**config.mk**
```make
export PLATFORM = sky130hd
export DESIGN_NAME = uart_rx
export DESIGN_NICKNAME = d
export VERILOG_FILES = /design/src/rtl/uart_rx.sv
export SDC_FILE = /design/constraint.sdc
export NUM_CORES = 1
export LEC_CHECK = 0
export ABC_AREA = 0
export CAP_MARGIN = 10
export CORE_UTILIZATION = 56
export CTS_CLUSTER_DIAMETER = 30
export DETAILED_ROUTE_END_ITERATION = 7
export PLACE_DENSITY_LB_ADDON = 0.08
export SLEW_MARGIN = 20
export SYNTH_ARGS = -nofsm -noshare
export SYNTH_HDL_FRONTEND = slang
export SYNTH_SLANG_ARGS = --single-unit
```
**constraint.sdc**
```tcl
create_clock -name clk -period 3.65 [get_ports clk]
set_clock_uncertainty 0.05 [all_clocks]
set_input_delay 0.73 -clock clk [delete_from_list [all_inputs] [get_ports clk]]
set_output_delay 0.73 -clock clk [all_outputs]
set_load 0.02 [all_outputs]
```
**src/rtl/uart_rx.sv**
```systemverilog
// uart_rx: oversampled UART receiver with 2-of-3 bit vote and valid/ready output.
// Parity checking is compiled in only when UART_RX_PARITY_EN is defined.
module uart_rx #(
  parameter int DATA_BITS = 8
) (
  input  logic                 clk,
  input  logic                 rst_n,
  input  logic                 rx,
  input  logic                 baud_sample_6th,
  input  logic                 baud_sample_8th,
  input  logic                 baud_sample_10th,
  input  logic                 baud_sample_16th,
`ifdef UART_RX_PARITY_EN
  input  logic                 cfg_parity_en,
  input  logic                 cfg_parity_odd,
`endif
  output logic                 baud_clear,
  output logic [DATA_BITS-1:0] rx_data,
  output logic                 rx_valid,
  input  logic                 rx_ready,
  output logic                 rx_frame_err,
  output logic                 rx_parity_err,
  output logic                 rx_overrun,
  output logic                 rx_busy
);
  typedef enum logic [2:0] {S_IDLE, S_START, S_DATA, S_PARITY, S_STOP} state_t;
  state_t               r_state;
  logic                 r_sync1, r_sync2, r_prev;
  logic [1:0]           r_warm;
  logic                 r_v6, r_v8;
  logic [2:0]           r_cnt;
  logic [DATA_BITS-1:0] r_shift;
  logic                 w_fall, w_bit, w_done, w_par_en, w_perr;

  assign w_fall     = r_prev & ~r_sync2;
  assign w_bit      = (r_v6 & r_v8) | (r_v6 & r_sync2) | (r_v8 & r_sync2);
  assign w_done     = (r_state == S_STOP) & baud_sample_10th;
  assign baud_clear = (r_state == S_IDLE) & w_fall;
  assign rx_busy    = r_state != S_IDLE;

  // r_warm keeps the reset-time highs of the synchronizer from looking like a real idle line
  always_ff @(posedge clk or negedge rst_n) begin
    if (!rst_n) begin
      r_sync1 <= 1'b1;
      r_sync2 <= 1'b1;
      r_prev  <= 1'b0;
      r_warm  <= 2'b00;
      r_v6    <= 1'b0;
      r_v8    <= 1'b0;
    end else begin
      r_sync1 <= rx;
      r_sync2 <= r_sync1;
      r_warm  <= {r_warm[0], 1'b1};
      r_prev  <= r_sync2 & r_warm[1];
      if (baud_sample_6th) r_v6 <= r_sync2;
      if (baud_sample_8th) r_v8 <= r_sync2;
    end
  end

  always_ff @(posedge clk or negedge rst_n) begin
    if (!rst_n) begin
      r_state <= S_IDLE;
      r_cnt   <= 3'd0;
      r_shift <= '0;
    end else begin
      case (r_state)
        S_IDLE:   if (w_fall) r_state <= S_START;
        S_START:  if (baud_sample_10th && w_bit) r_state <= S_IDLE;
                  else if (baud_sample_16th) begin
                    r_state <= S_DATA;
                    r_cnt   <= 3'd0;
                  end
        S_DATA: begin
          if (baud_sample_10th) r_shift[r_cnt] <= w_bit;
          if (baud_sample_16th) begin
            r_cnt <= r_cnt + 3'd1;
            if (r_cnt == 3'(DATA_BITS - 1)) r_state <= w_par_en ? S_PARITY : S_STOP;
          end
        end
        S_PARITY: if (baud_sample_16th) r_state <= S_STOP;
        S_STOP:   if (baud_sample_10th) r_state <= S_IDLE;
        default:  r_state <= S_IDLE;
      endcase
    end
  end

`ifdef UART_RX_PARITY_EN
  logic r_par_en, r_par_odd, r_par;
  assign w_par_en = r_par_en;
  assign w_perr   = r_par_en & (^{r_shift, r_par} ^ r_par_odd);
  always_ff @(posedge clk or negedge rst_n) begin
    if (!rst_n) begin
      r_par_en  <= 1'b0;
      r_par_odd <= 1'b0;
      r_par     <= 1'b0;
    end else begin
      if (baud_clear) begin
        r_par_en  <= cfg_parity_en;
        r_par_odd <= cfg_parity_odd;
      end
      if (r_state == S_PARITY && baud_sample_10th) r_par <= w_bit;
    end
  end
`else
  assign w_par_en = 1'b0;
  assign w_perr   = 1'b0;
`endif

  // a completion always loads; an unconsumed word being replaced flags overrun
  always_ff @(posedge clk or negedge rst_n) begin
    if (!rst_n) begin
      rx_data       <= '0;
      rx_valid      <= 1'b0;
      rx_frame_err  <= 1'b0;
      rx_parity_err <= 1'b0;
      rx_overrun    <= 1'b0;
    end else begin
      rx_overrun <= w_done & rx_valid & ~rx_ready;
      if (w_done) begin
        rx_data       <= r_shift;
        rx_frame_err  <= ~w_bit;
        rx_parity_err <= w_perr;
        rx_valid      <= 1'b1;
      end else if (rx_ready) begin
        rx_valid <= 1'b0;
      end
    end
  end
endmodule

```
# ---- After elaboration in Yosys (flattened, before gate mapping)
# Index checks and enable logic that the tools add are counted.
dict set report totals {
  ff_bits 32
  in_bits 8
  out_inout_bits 14
  word_cells 69
}
dict set report classes {
  addsub 1
  order_cmp 2
  n_eq_ne 13
  mux 17
  bitwise_logic 14
  n_reduce_logical 9
}
# op count
set ops {}
lappend ops {{$mux W3} 10}
lappend ops {{$pmux W3 S5} 1}
lappend ops {{$ne A2 B2 Y1 const B} 7}
lappend ops {{$and A1 B1 Y1} 9}
lappend ops {{$bwmux W8} 1}
lappend ops {{$eq A3 B2 Y1 const B} 2}
lappend ops {{$eq A3 B3 Y1 const B} 2}
lappend ops {{$pmux W3 S2} 1}
lappend ops {{$reduce_and A6 Y1} 1}
lappend ops {{$lt A3 B4 Y1 const B} 1}
lappend ops {{$reduce_and A4 Y1} 1}
lappend ops {{$reduce_bool A2 Y1} 2}
lappend ops {{$add A3 B1 Y3 const B} 1}
lappend ops {{$demux W1 S3} 1}
lappend ops {{$eq A3 B1 Y1 const B} 1}
lappend ops {{$ge A3 B1 Y1 const B} 1}
lappend ops {{$logic_not A3 Y1} 1}
lappend ops {{$mux W1} 3}
lappend ops {{$ne A3 B3 Y1 const B} 1}
lappend ops {{$not A1 Y1} 3}
lappend ops {{$reduce_bool A3 Y1} 1}
lappend ops {{$logic_and A1 B1 Y1} 2}
lappend ops {{$or A1 B1 Y1} 2}
lappend ops {{$reduce_and A2 Y1} 1}

# ---- Logic depth before layout (Yosys ltp)
dict set report depth {
  word_depth 6
  mapped_depth 5
  mapped_depth_nobuf 5
}

# ---- Worst setup path after synthesis
# Ideal clock, no wire load.
dict set report synth_path {
  kind {reg2out}
  start {register r_state[2]}
  end {output port baud_clear}
  arrival_time_ps 1279
  required_time_ps 2870
  slack_ps 1591
  path_stages_with_launch 4
  cell_sequence {dfrtp_1 buf_6 or3_4 nor3b_4}
}
dict set report synth_via {
  elab_chain_cells 2
}
# element line
set synth_lines {}
lappend synth_lines {{start, declared} 27} ;# state_t r_state;
lappend synth_lines {{start signal, assigned} 77} ;# if (r_cnt == 3'(DATA_BITS - 1)) r_state <= w_par_en ? S_PARITY : S_STOP;
lappend synth_lines {{$logic_not A3 Y1} 38} ;# assign baud_clear = (r_state == S_IDLE) & w_fall;
lappend synth_lines {{$and A1 B1 Y1} 38}
lappend synth_lines {{end, declared} 17} ;# output logic baud_clear,
# Every way passes these cells.

# ---- Worst setup path in the final report
# Same ends and word-level chain as after synthesis.

==> results.toml <==
[global_routing]
grt.overflow.total = 0
grt_pass1_wl_microns = 4105
grt_pass1_vias = 923
grt_start_max_net_pins = 33
gr-usage-all-layers = 0.2181
antenna_found_initial = 0

[synth]
synth_compound_area_frac = 0.08094
synth_seq_area_share = 0.5587
synth_top_family_by_area = "multiplexers"
synth_mux_area_frac = 0.1480
synth.net_count = 118
ys_warn_count = 0
syn_area_sq_um = 1438
synth.avg_cell_area_sq_um = 13.31
synth.ff_latch_count = 32
synth_cell_types = 36
yosys.area_share.simple = 0.1340
synthAdderAreaFrac = 0.02524
netlist_instances = 108
synth_xor_area_frac = 0

[worst_hold_path]
hold_class = "reg -> reg"

[floorplanning]
rows = 17
die_x_microns = 52.67
die_h_microns = 52.67
start_util = 0.6201
core-area_sq_um = 2318
io_pins = 22
design.die.area_sq_um = 2774

[clock_network]
cts_root_buf = "clkbuf_4"
clock_latency_ns = 0.34
cts_resized = 0
cts_max_level = 2
clk_pin_slew_worst_paths_ns = 0.11
cts_setup_buffers = 0
ctsHoldBuffers = 0
cts_buffers = 5
clockBufferDepth = 2
clock-sinks = 32
cts_tree = "done"

[placement]
place_hpwl_microns = 1649
gp_congestion = 0.8567
portBuffers = 20
place_ws_ns = 1.050
place_inst = 151

[run_status]
outcome = "finished, final reports clean"

[job]
maxCapViolCount = 0

[final_layout]
diodes = 0
drive_above_1_share = 0.2290
nets = 140
areaGrowthSynthToFinish_pct = 17.93
finalNonFillerCells = 159
fin_util = 0.7312

[drt]
antenna_left = 0
wl_per_cell_microns = 15.21
routed_wl_microns = 2419
first_pass_iters = 4
vias = 919
dr.first_iter.drc_count = 26
via_per_inst = 5.780
drc = 0

[pwr]
switching_share = 0.3445
power.share.clock = 0.185
switching_power_mw = 0.3848
leakagePower_nw = 0.7750
intPower_mw = 0.7321
p_seq_frac = 0.489
power_density_nw_per_um2 = 658.8
p_comb_frac = 0.326
irDropWorstVdd_v = 0.0004461

[sta]
max_freq_mhz = 334.6
setup_viol = 0
timing.final.crit_share = 0.8187
maxSlewViolCount = 0
hold_slack_ns = 0.3052
rsz0062_at_grt = "false"
post-route-min-period_ns = 2.988
tns_ns = 0
slew_headroom = 0.6583
tightest_slew_ns = 0.5125
finalWorstSetupSlack_ns = 0.6616
hold_viol = 0

[critical_path]
startpoint_type = "flip-flop"
worstSetupPathType = "reg -> out"
crit_required_ns = 2.87
cp_max_fo = 13
critPathArrivalTime_ns = 2.21
worstSetupEndpointType = "primary output"
## layer usage
metal | wire length [microns] | global-route usage | part of all wire | vias up
li1 | - | - | - | 435
met1 | 1079 | 0.2686 | 0.45 | 447
met2 | 1156 | 0.3376 | 0.48 | 31
met3 | 141 | 0.07826 | 0.058 | 6
met4 | 42 | 0.1053 | 0.017 | 0
met5 | 0 | 0 | 0 | -
## registers in the layout, indices dropped and copies added (netlist names)
signal        count
r_warm            2
r_v8              1
rx_valid          1
r_cnt             3
r_v6              1
r_sync2           1
rx_frame_err      1
rx_data           8
r_state           3
r_sync1           1
rx_overrun        1
r_shift           8
r_prev            1
## final cells by class
class | instances | area [sq um]
fillers | 160 | 623.1
clock inverters | 2 | 10.01
flip-flops and latches | 32 | 803.3
repair buffers | 21 | 207.7
multi-input cells | 64 | 565.5
clock buffers | 6 | 51.30
well taps | 28 | 35.03
inverters | 6 | 22.52
## cell usage after synthesis, drive strengths merged
master,n,area share
a2111oi,1,0.019
a211oi,1,0.0087
a21o,1,0.0052
a21oi,3,0.010
a32o,1,0.0070
a41o,1,0.0070
and2,1,0.0044
and3,1,0.0044
and4bb,2,0.017
buf,5,0.030
clkbuf,1,0.0026
conb,2,0.0052
dfrtp,30,0.52
dfstp,2,0.037
ha,2,0.017
inv,6,0.016
maj3,1,0.0078
mux2,18,0.14
mux2i,1,0.0070
nand2,4,0.010
nand3b,1,0.0052
nand4,4,0.017
nand4bb,1,0.0078
nor2,4,0.010
nor2b,1,0.0044
nor3b,1,0.013
nor4,4,0.017
nor4bb,2,0.014
o21ai,1,0.0035
o221ai,1,0.0061
o22ai,2,0.0087
o31ai,1,0.0052
or3,1,0.0078
## placed cells by master, fill, tap and decap left out, types with 2 or more instances in the layout
master and n:
clkinv_2 2, dfrtp_1 30, nand2_1 4, nor4bb_1 2
dfstp_2 2, mux2_1 4, conb_1 2, clkbuf_4 5
nor2_1 4, a21oi_1 3, mux2_2 14, nor4_1 4
o22ai_1 2, ha_1 2, inv_1 6, nand4_1 4
clkdlybuf4s50_1 20, and4bb_1 2
## critical path: stages (launching register included)
cell	delay [ns]
dfrtp_1	0.54
or3_4	0.47
nor3b_4	0.23
clkdlybuf4s50_1	0.64
## through the flow
step | instance area [sq um] | total power, mW
after floorplan | 1438 | 0.7782
after global placement | 1634 | 0.8983
after detailed placement | 1634 | 0.9179
after CTS | 1695 | 1.128
after global routing | 1695 | 1.188
final | 1695 | 1.117
## cell families after synthesis
family,after synthesis
compound gates,13
fa+ha+maj,3
buf+inv,12
flops,32
mux,19
other cells,2
simple gates,27
## power groups by stage
stage / combinational (mW) / clock (mW) / sequential, mW
after detailed placement: 0.366 / 0 / 0.552
after global placement: 0.355 / 0 / 0.544
after floorplan: 0.224 / 0 / 0.554
after global routing: 0.397 / 0.229 / 0.562
after CTS: 0.368 / 0.214 / 0.546
final: 0.364 / 0.206 / 0.546
## worst paths after layout
kind / from / to / slack, ns / cells past startpoint
setup / recovery: r_state[2] / baud_clear / 0.66 / 3
hold / removal: r_warm[0] / r_warm[1] / 0.31 / 0
setup reg to reg: r_state[0] / rx_data[6] / 1.86 / 2
hold reg to reg: r_warm[0] / r_warm[1] / 0.31 / 0
max in group asynchronous: rst_n / r_sync2 / 2.49 / 2
min in group asynchronous: rst_n / r_state[0] / 0.72 / 2
(Power assumes the default switching activity.)
